### src/rtl/risc_v_mike_mem_arbiter.sv
// risc_v_mike_mem_arbiter: core/external data-memory arbiter.
// Optional starvation guard: MEM_ARB_STARVE_GUARD_EN.
//
// Ports
//   clk, rst        : clock, async active-low reset
//   core_* / ext_*  : requester ports (req/we/addr/wdata in,
//                     gnt/stall/rvalid/rdata out)
//   ext_lock        : hold ext ownership across a burst
//   mem_*           : shared memory port, mem_rdata is comb
//
// Grants are combinational; read data is registered and
// returned with rvalid one cycle after the grant.

module risc_v_mike_mem_arbiter #(
  parameter int ADDR_W   = 32,
  parameter int DATA_W   = 32,
  parameter int MAX_WAIT = 8
) (
  input  logic              clk,
  input  logic              rst,

  input  logic              core_req,
  input  logic              core_we,
  input  logic [ADDR_W-1:0] core_addr,
  input  logic [DATA_W-1:0] core_wdata,
  output logic              core_gnt,
  output logic              core_stall,
  output logic              core_rvalid,
  output logic [DATA_W-1:0] core_rdata,

  input  logic              ext_req,
  input  logic              ext_we,
  input  logic [ADDR_W-1:0] ext_addr,
  input  logic [DATA_W-1:0] ext_wdata,
  input  logic              ext_lock,
  output logic              ext_gnt,
  output logic              ext_stall,
  output logic              ext_rvalid,
  output logic [DATA_W-1:0] ext_rdata,

  output logic [ADDR_W-1:0] mem_addr,
  output logic              mem_write,
  output logic [DATA_W-1:0] mem_wdata,
  input  logic [DATA_W-1:0] mem_rdata
);

  typedef enum logic [1:0] {
    ARB_IDLE,
    ARB_CORE,
    ARB_EXT,
    ARB_LOCK
  } arb_state_t;

  arb_state_t state;
  arb_state_t state_nxt;
  logic       guard_trip;
  logic       core_rd;
  logic       ext_rd;

  // Starvation guard: count cycles ext has waited.
`ifdef MEM_ARB_STARVE_GUARD_EN
  localparam logic [7:0] WAIT_MAX = 8'(MAX_WAIT);

  logic [7:0] wait_cnt;

  always_ff @(posedge clk or negedge rst) begin
    if (!rst) begin
      wait_cnt <= '0;
    end else if (!ext_req || ext_gnt) begin
      wait_cnt <= '0;
    end else if (wait_cnt != WAIT_MAX) begin
      wait_cnt <= wait_cnt + 8'd1;
    end
  end

  assign guard_trip = (wait_cnt == WAIT_MAX);
`else
  logic [7:0] unused_max_wait;

  assign unused_max_wait = 8'(MAX_WAIT);
  assign guard_trip      = 1'b0;
`endif

  // Grant decision; terms overlap, so order matters.
  // Nothing is granted while reset is held.
  always_comb begin
    core_gnt = 1'b0;
    ext_gnt  = 1'b0;
    if (rst) begin
      priority case (1'b1)
        (state == ARB_LOCK) && ext_req:
          ext_gnt = 1'b1;
        guard_trip && ext_req:
          ext_gnt = 1'b1;
        core_req:
          core_gnt = 1'b1;
        ext_req:
          ext_gnt = 1'b1;
        default: ;
      endcase
    end
  end

  assign core_stall = core_req & ~core_gnt;
  assign ext_stall  = ext_req & ~ext_gnt;

  // State remembers who owned the bus last cycle;
  // only ARB_LOCK changes the next decision.
  always_comb begin
    state_nxt = ARB_IDLE;
    priority case (1'b1)
      ext_gnt && ext_lock: state_nxt = ARB_LOCK;
      ext_gnt:             state_nxt = ARB_EXT;
      core_gnt:            state_nxt = ARB_CORE;
      default:             state_nxt = ARB_IDLE;
    endcase
  end

  always_ff @(posedge clk or negedge rst) begin
    if (!rst) begin
      state <= ARB_IDLE;
    end else begin
      state <= state_nxt;
    end
  end

  // Shared port mux; all zero when idle.
  always_comb begin
    mem_addr  = '0;
    mem_write = 1'b0;
    mem_wdata = '0;
    if (core_gnt) begin
      mem_addr  = core_addr;
      mem_write = core_we;
      mem_wdata = core_wdata;
    end else if (ext_gnt) begin
      mem_addr  = ext_addr;
      mem_write = ext_we;
      mem_wdata = ext_wdata;
    end
  end

  assign core_rd = core_gnt & ~core_we;
  assign ext_rd  = ext_gnt & ~ext_we;

  // Read response: capture at the grant edge, flag for
  // one cycle, hold data until the next read.
  always_ff @(posedge clk or negedge rst) begin
    if (!rst) begin
      core_rvalid <= 1'b0;
      core_rdata  <= '0;
      ext_rvalid  <= 1'b0;
      ext_rdata   <= '0;
    end else begin
      core_rvalid <= core_rd;
      ext_rvalid  <= ext_rd;
      if (core_rd) begin
        core_rdata <= mem_rdata;
      end
      if (ext_rd) begin
        ext_rdata <= mem_rdata;
      end
    end
  end

endmodule

### config.mk
export PLATFORM = sky130hd
export DESIGN_NAME = risc_v_mike_mem_arbiter
export DESIGN_NICKNAME = d
export VERILOG_FILES = /design/src/rtl/risc_v_mike_mem_arbiter.sv
export SDC_FILE = /design/constraint.sdc
export NUM_CORES = 1
export LEC_CHECK = 0
export ABC_AREA = 1
export BUFFER_PORTS_ARGS = -buffer_cell sky130_fd_sc_hd__buf_2
export CAP_MARGIN = 20
export CORE_AREA = 5 5 116 118
export CTS_CLUSTER_DIAMETER = 40
export CTS_CLUSTER_SIZE = 28
export DETAILED_ROUTE_END_ITERATION = 10
export DIE_AREA = 0 0 121 123
export GPL_ROUTABILITY_DRIVEN = 1
export PLACE_DENSITY = 0.66
export SETUP_SLACK_MARGIN = 0.05
export SLEW_MARGIN = 20
export SYNTH_ARGS = -nofsm -noshare
export SYNTH_HDL_FRONTEND = slang
export SYNTH_SLANG_ARGS = --single-unit
### constraint.sdc
create_clock -name clk -period 1.27 [get_ports clk]
set_input_delay 0.254 -clock clk [delete_from_list [all_inputs] [get_ports clk]]
set_output_delay 0.254 -clock clk [all_outputs]
set_load 0.01 [all_outputs]
==> impl_metrics.toml, run 1 <==
[floorplanning]
die_y_um = 123
start_util_pct = 28.3
num_rows = 41
die-area_um2 = 14900
fp.dieW_um = 121
io-pin-count = 302
design.core.area_um2 = 12400

[clock_network]
cts_root_buffer = "clkbuf_16"
cts_tree = "built"
clk_pin_slew_ns = 0.06
clockBufferDepth = 2
htree_levels = 3
cts_made_buffers = 9
clock_latency_ns = 0.33
clock-sinks = 68

[route]
first_pass_iters = 5
via_per_inst = 4.51
wirelength_um = 18700
wl_per_cell_um = 18.5
drc = 0
drtIter0Drc = 237
ant_nets = 0
via_count = 4573

[sta]
setup_ws_ns = -0.521
hold_slack_ns = 0.134
period_minus_slack_ns = 1.79
rsz0062_at_grt = "true"
report.final.setup_viol = 135
post-route-period-util_pct = 141
fmax_mhz = 558
finClkSkew_ns = 0.00896
hold_violations = 0
slew_viol_final = 0
relSlewSlack_pct = 68.4
worstMarginPinSlew_ns = 0.475

[synthesis]
synth_nets = 674
yosysUniqueCellTypes = 16
synthCells = 507
syn_area_um2 = 3490
seq_area_frac_synth_pct = 48.7
ys_top_cells_by_area = "dfrtp_1, nand2_1, nand4_1"
synth_seq_cells = 68
avgSynthCellArea_um2 = 6.89
netlist.top_cell.by_area = "dfrtp_1"
yosys.area.top_type_share_pct = 48.7
synth_warnings = 0

[pwr]
switchingPower_w = 0.00247
swShare_pct = 31.6
vdd_drop_max_uv = 769
p_per_area_nw_per_um2 = 1130
p_int_w = 0.00533
leakage_nw = 4.05
power_frac_seq_pct = 35.2
p_clk_share_pct = 34.8
pwr-share-comb_pct = 29.9

[finish]
fin_util_pct = 55.7
final_area_um2 = 6890
final_net_count = 1004
n_antenna_cell = 0
syn_to_final_growth_pct = 97.1
layout_common_cells = "nand2_1, buf_2, nand2_2, dfrtp_1, buf_6"
drive_above_1_share_pct = 56.0

[grt]
grt-busiest-layer = "met2"
grt_pass1_wl_um = 24100
use_met3_pct = 5.44
grt_pass1_vias = 4221
grt_max_degree = 51
met1_usage_pct = 27.3
grt_antenna_before_repair = 0
met2_usage_pct = 36.1
track_usage_pct = 20.9
gr-total-overflow = 0

[placed_design]
dp_hpwl_um = 11800
numPortBuffers = 301
placed_area_um2 = 5390
gp_congestion = 0.817

[worst_setup_path]
reg2reg_depth = 8
critPathMaxFanout = 8
arrival_ns = 1.54
end_kind = "output port"
start_kind = "register"
worst_ep_required_time_ns = 1.02
worstSetupPathType = "reg2out"

[outcome]
status = "finished with violations"
violations = "setup timing"

[min_path]
whs_path_depth = 3
min_path_type = "in2reg"

[run]
cap_viol_max_count = 0
## flip-flops by register name (all words and copies together), names as in the netlist
signal and cells:
state 2, ext_rvalid 1, core_rvalid 1, ext_rdata 32
core_rdata 32
## metrics by stage
| stage | power, W | instances | setup slack (ns) | TNS (ns) |
|---|---|---|---|---|
| floorplan | 0.00360 | 507 | -0.0325 | -1.18 |
| global placement | 0.00466 | 971 | -0.270 | -22.31 |
| detailed placement | 0.00468 | 971 | -0.311 | -24.37 |
| CTS | 0.00762 | 1002 | -0.563 | -45.50 |
| global route | 0.00816 | 1013 | -0.563 | -54.59 |
| finish | 0.00780 | 1013 | -0.521 | -47.21 |
## cell usage after synthesis, drive strengths merged
master / instances
nand4: 33
nand2: 358
buf: 21
nor2: 3
o21ai: 1
clkbuf: 12
dfrtp: 68
nand3: 3
inv: 7
clkinv: 1
## worst paths after layout
path,start,endpoint,slack (ns)
hold / removal,mem_rdata[21],core_rdata[21],0.13
min in group asynchronous,rst,ext_rdata[17],0.14
max in group asynchronous,rst,state[1],0.57
setup reg to reg,state[0],ext_rdata[1],-0.19
hold reg to reg,ext_rdata[1],ext_rdata[1],0.47
setup / recovery,state[0],mem_addr[19],-0.52
## metal layers
layer,part of all wire [%],wire length (um)
met4,0.94,176
met2,50,9450
met5,0,0
met3,8.9,1680
met1,40,7430
## timing repair
| action | 4_1_cts | 5_1_grt |
|---|---|---|
| endpoints found under the hold margin | 8 | 0 |
| pin swaps | 4 | 12 |
| hold buffers | 1 | 0 |
| setup endpoints to repair | 134 | 135 |
| resized for setup | 50 | 114 |
| gates cloned | 9 | 12 |
| buffers inserted | 7 | 3 |
## area by class of cell
cell class / instances / area [um^2]
tap: 172 / 215
sequential: 68 / 1700
multi-input combinational: 398 / 1980
inverter: 8 / 58.8
timing repair buffer: 351 / 2610
clock buffer: 9 / 225
fill: 1151 / 5470
timing repair inverter: 1 / 8.76
clock inverter: 6 / 88.8
## worst max-delay path: stages (launching register included)
cell       delay, ns
dfrtp_1         0.37
nand3_4         0.11
nand2_4         0.11
nand2_8         0.10
inv_16          0.11
clkbuf_16       0.17
nand2_2         0.06
nand2_2         0.07
buf_6           0.10
## power by group through the flow
stage / Combinational, W / Clock (W) / Sequential, W
after floorplan: 0.000648 / 0 / 0.00295
after global placement: 0.00188 / 0 / 0.00278
after detailed placement: 0.00191 / 0 / 0.00277
after CTS: 0.00211 / 0.00277 / 0.00275
after global routing: 0.00253 / 0.00283 / 0.00280
final: 0.00233 / 0.00272 / 0.00275
## kinds of logic after synthesis
kind of cell           synth area share (%)
AND/OR/NAND/NOR                        45.5
buffers and inverters                  5.62
flip-flops                             48.7
AO/OA/AOI/OAI                         0.143
No activity file was read; power rests on OpenSTA's default activity.
==> run 2, diff against run 1 <==
--- a/config.mk
+++ b/config.mk
@@ -6,15 +6,17 @@
 export NUM_CORES = 1
 export LEC_CHECK = 0
 export ABC_AREA = 1
-export BUFFER_PORTS_ARGS = -buffer_cell sky130_fd_sc_hd__buf_2
+export BUFFER_PORTS_ARGS = -buffer_cell sky130_fd_sc_hd__buf_4
 export CAP_MARGIN = 20
-export CORE_AREA = 5 5 116 118
+export CORE_ASPECT_RATIO = 0.7
+export CORE_MARGIN = 5
+export CORE_UTILIZATION = 25
 export CTS_CLUSTER_DIAMETER = 40
 export CTS_CLUSTER_SIZE = 28
 export DETAILED_ROUTE_END_ITERATION = 10
-export DIE_AREA = 0 0 121 123
 export GPL_ROUTABILITY_DRIVEN = 1
-export PLACE_DENSITY = 0.66
+export GPL_TIMING_DRIVEN = 0
+export PLACE_DENSITY = 0.59
 export SETUP_SLACK_MARGIN = 0.05
 export SLEW_MARGIN = 20
 export SYNTH_ARGS = -nofsm -noshare
==> run 2 against run 1 <==
The run ends with hold timing, setup timing left. Core utilization decreased by 3.4 points. Via count decreased by 2.0%. Non-clock buffer count increased by 10. Count of clock-buffer cells in the layout unchanged. Critical path depth increased by 1. Highest routed layer unchanged.
==> impl_metrics.toml, run 2 (synthesis gave the netlist of run 1 again) <==
[min_path]
min_path_type = "in2async"

[clock_network]
cts_tree = "built"
clock_latency_ns = 0.33
clock-sinks = 68
cts_root_buffer = "clkbuf_16"
htree_levels = 3
cts_made_buffers = 9
clk_pin_slew_ns = 0.06
clockBufferDepth = 2

[worst_setup_path]
critPathMaxFanout = 7
critical_path.top_delay_family = "buffers and inverters"
slowest_stage = "dfrtp_1"
worstPathBufferInverterCount = 4
worst_ep_required_time_ns = 1.02
worstSetupPathType = "reg2out"
rrSetupSlack_ns = -0.25
arrival_ns = 1.59
critical_path.cell_chain = "nand3_4 -> nand2_4 -> nand2_4 -> inv_6 -> buf_12 -> clkbuf_16 -> nand2_2 -> nand2_2 -> buf_4"
slowest_delay_ns = 0.40
end_kind = "output port"
start_kind = "register"

[grt]
grt_max_degree = 36
gr-total-overflow = 0
grt_pass1_wl_um = 24800
track_usage_pct = 19.7
grt_pass1_vias = 4212
grt_antenna_before_repair = 0

[floorplanning]
die-area_um2 = 16500
fp.dieW_um = 151
die_y_um = 109
io-pin-count = 302
design.core.area_um2 = 13800
num_rows = 36
start_util_pct = 25.3

[sta]
fmax_mhz = 541
worstMarginPinSlew_ns = 0.582
rsz0062_at_grt = "true"
slew_viol_final = 0
period_minus_slack_ns = 1.85
post-route-period-util_pct = 146
relSlewSlack_pct = 61.2
report.final.setup_viol = 135
tns_ns = -45.29
hold_violations = 68
finClkSkew_ns = 0.0101
hold_slack_ns = -0.246
setup_ws_ns = -0.578

[outcome]
status = "finished with violations"
violations = "hold timing, setup timing"

[finish]
multi_input_area_um2 = 1900
drive_above_1_share_pct = 54.1
top_regs = "core_rdata x32, ext_rdata x32, state x2"
n_antenna_cell = 0
register_area_um2 = 1700
fillers = 1335
syn_to_final_growth_pct = 107
final_common_cell = "buf_4"
layout_common_cells = "buf_4, nand2_1, nand2_2, dfrtp_1, buf_6"
final_net_count = 1013

[route]
first_pass_iters = 4
via_per_inst = 4.30
drc = 0
via_count = 4481
wirelength_um = 17700
ant_nets = 0
drtIter0Drc = 197
wl_per_cell_um = 17.0

[pwr]
vdd_drop_max_uv = 586
switchingPower_w = 0.00238
leakage_nw = 4.13
p_per_area_nw_per_um2 = 1110
swShare_pct = 29.7
power_frac_seq_pct = 34.6
pwr-share-comb_pct = 31.8
p_clk_share_pct = 33.6
p_int_w = 0.00564

[placed_design]
numPortBuffers = 301
dp_hpwl_um = 13400
gp_congestion = 0.818

[run]
cap_viol_max_count = 0
[run 2: what timing repair did]
action | 4_1_cts | 5_1_grt
resized for setup | 86 | 84
setup buffers | 11 | 8
endpoints found under the setup margin | 137 | 135
endpoints found under the hold margin | 68 | 68
pin swaps | 6 | 9
cloned | 8 | 3
[run 2: area by class of cell]
| type | count | share of cell area, % |
|---|---|---|
| multi-input combinational | 398 | 26.2 |
| clock buffer | 9 | 3.11 |
| inverter | 8 | 0.553 |
| clock inverter | 7 | 1.36 |
| timing repair buffer | 329 | 37.8 |
| buffer | 32 | 4.15 |
| sequential | 68 | 23.5 |
| tap | 190 | 3.28 |
[run 2: path summary, 6_finish.rpt]
check | start | endpoint | cells past startpoint
min in group clk | mem_rdata[14] | core_rdata[14] | 3
worst max-delay path | state[1] | mem_addr[16] | 9
worst min-delay path | rst | ext_rdata[21] | 1
max in group asynchronous | rst | ext_rdata[17] | 1
worst max register to register | state[1] | core_rdata[4] | 9
worst min register to register | ext_rdata[21] | ext_rdata[21] | 2
[run 2: power groups by stage]
| stage | Combinational, W | Sequential [W] | Clock, W |
|---|---|---|---|
| finish | 0.00255 | 0.00278 | 0.00270 |
| global route | 0.00277 | 0.00282 | 0.00287 |
| CTS | 0.00245 | 0.00278 | 0.00277 |
| detailed placement | 0.00230 | 0.00280 | 0 |
| global placement | 0.00229 | 0.00280 | 0 |
| floorplan | 0.000648 | 0.00295 | 0 |
[run 2: stage by stage]
stage               cell area, um^2  std cells  power, W  util, %  worst slack, ns
finish                         7240       1041   0.00802     52.4           -0.578
global route                   7240       1041   0.00847     52.4           -0.636
CTS                            6860       1033   0.00800     49.6           -0.559
detailed placement             6090        998   0.00510     44.1            -1.26
global placement               6090        998   0.00509     44.1            -1.26
floorplan                      3600        507   0.00360        -          -0.0325
[run 2: per-layer routing]
metal	share of wire (%)	vias to the layer above	track usage, %
met2	48	173	30.5
met5	0	-	0
li1	-	2255	-
met1	43	2047	27.4
met3	8.8	6	6.19
met4	0.38	0	3.30
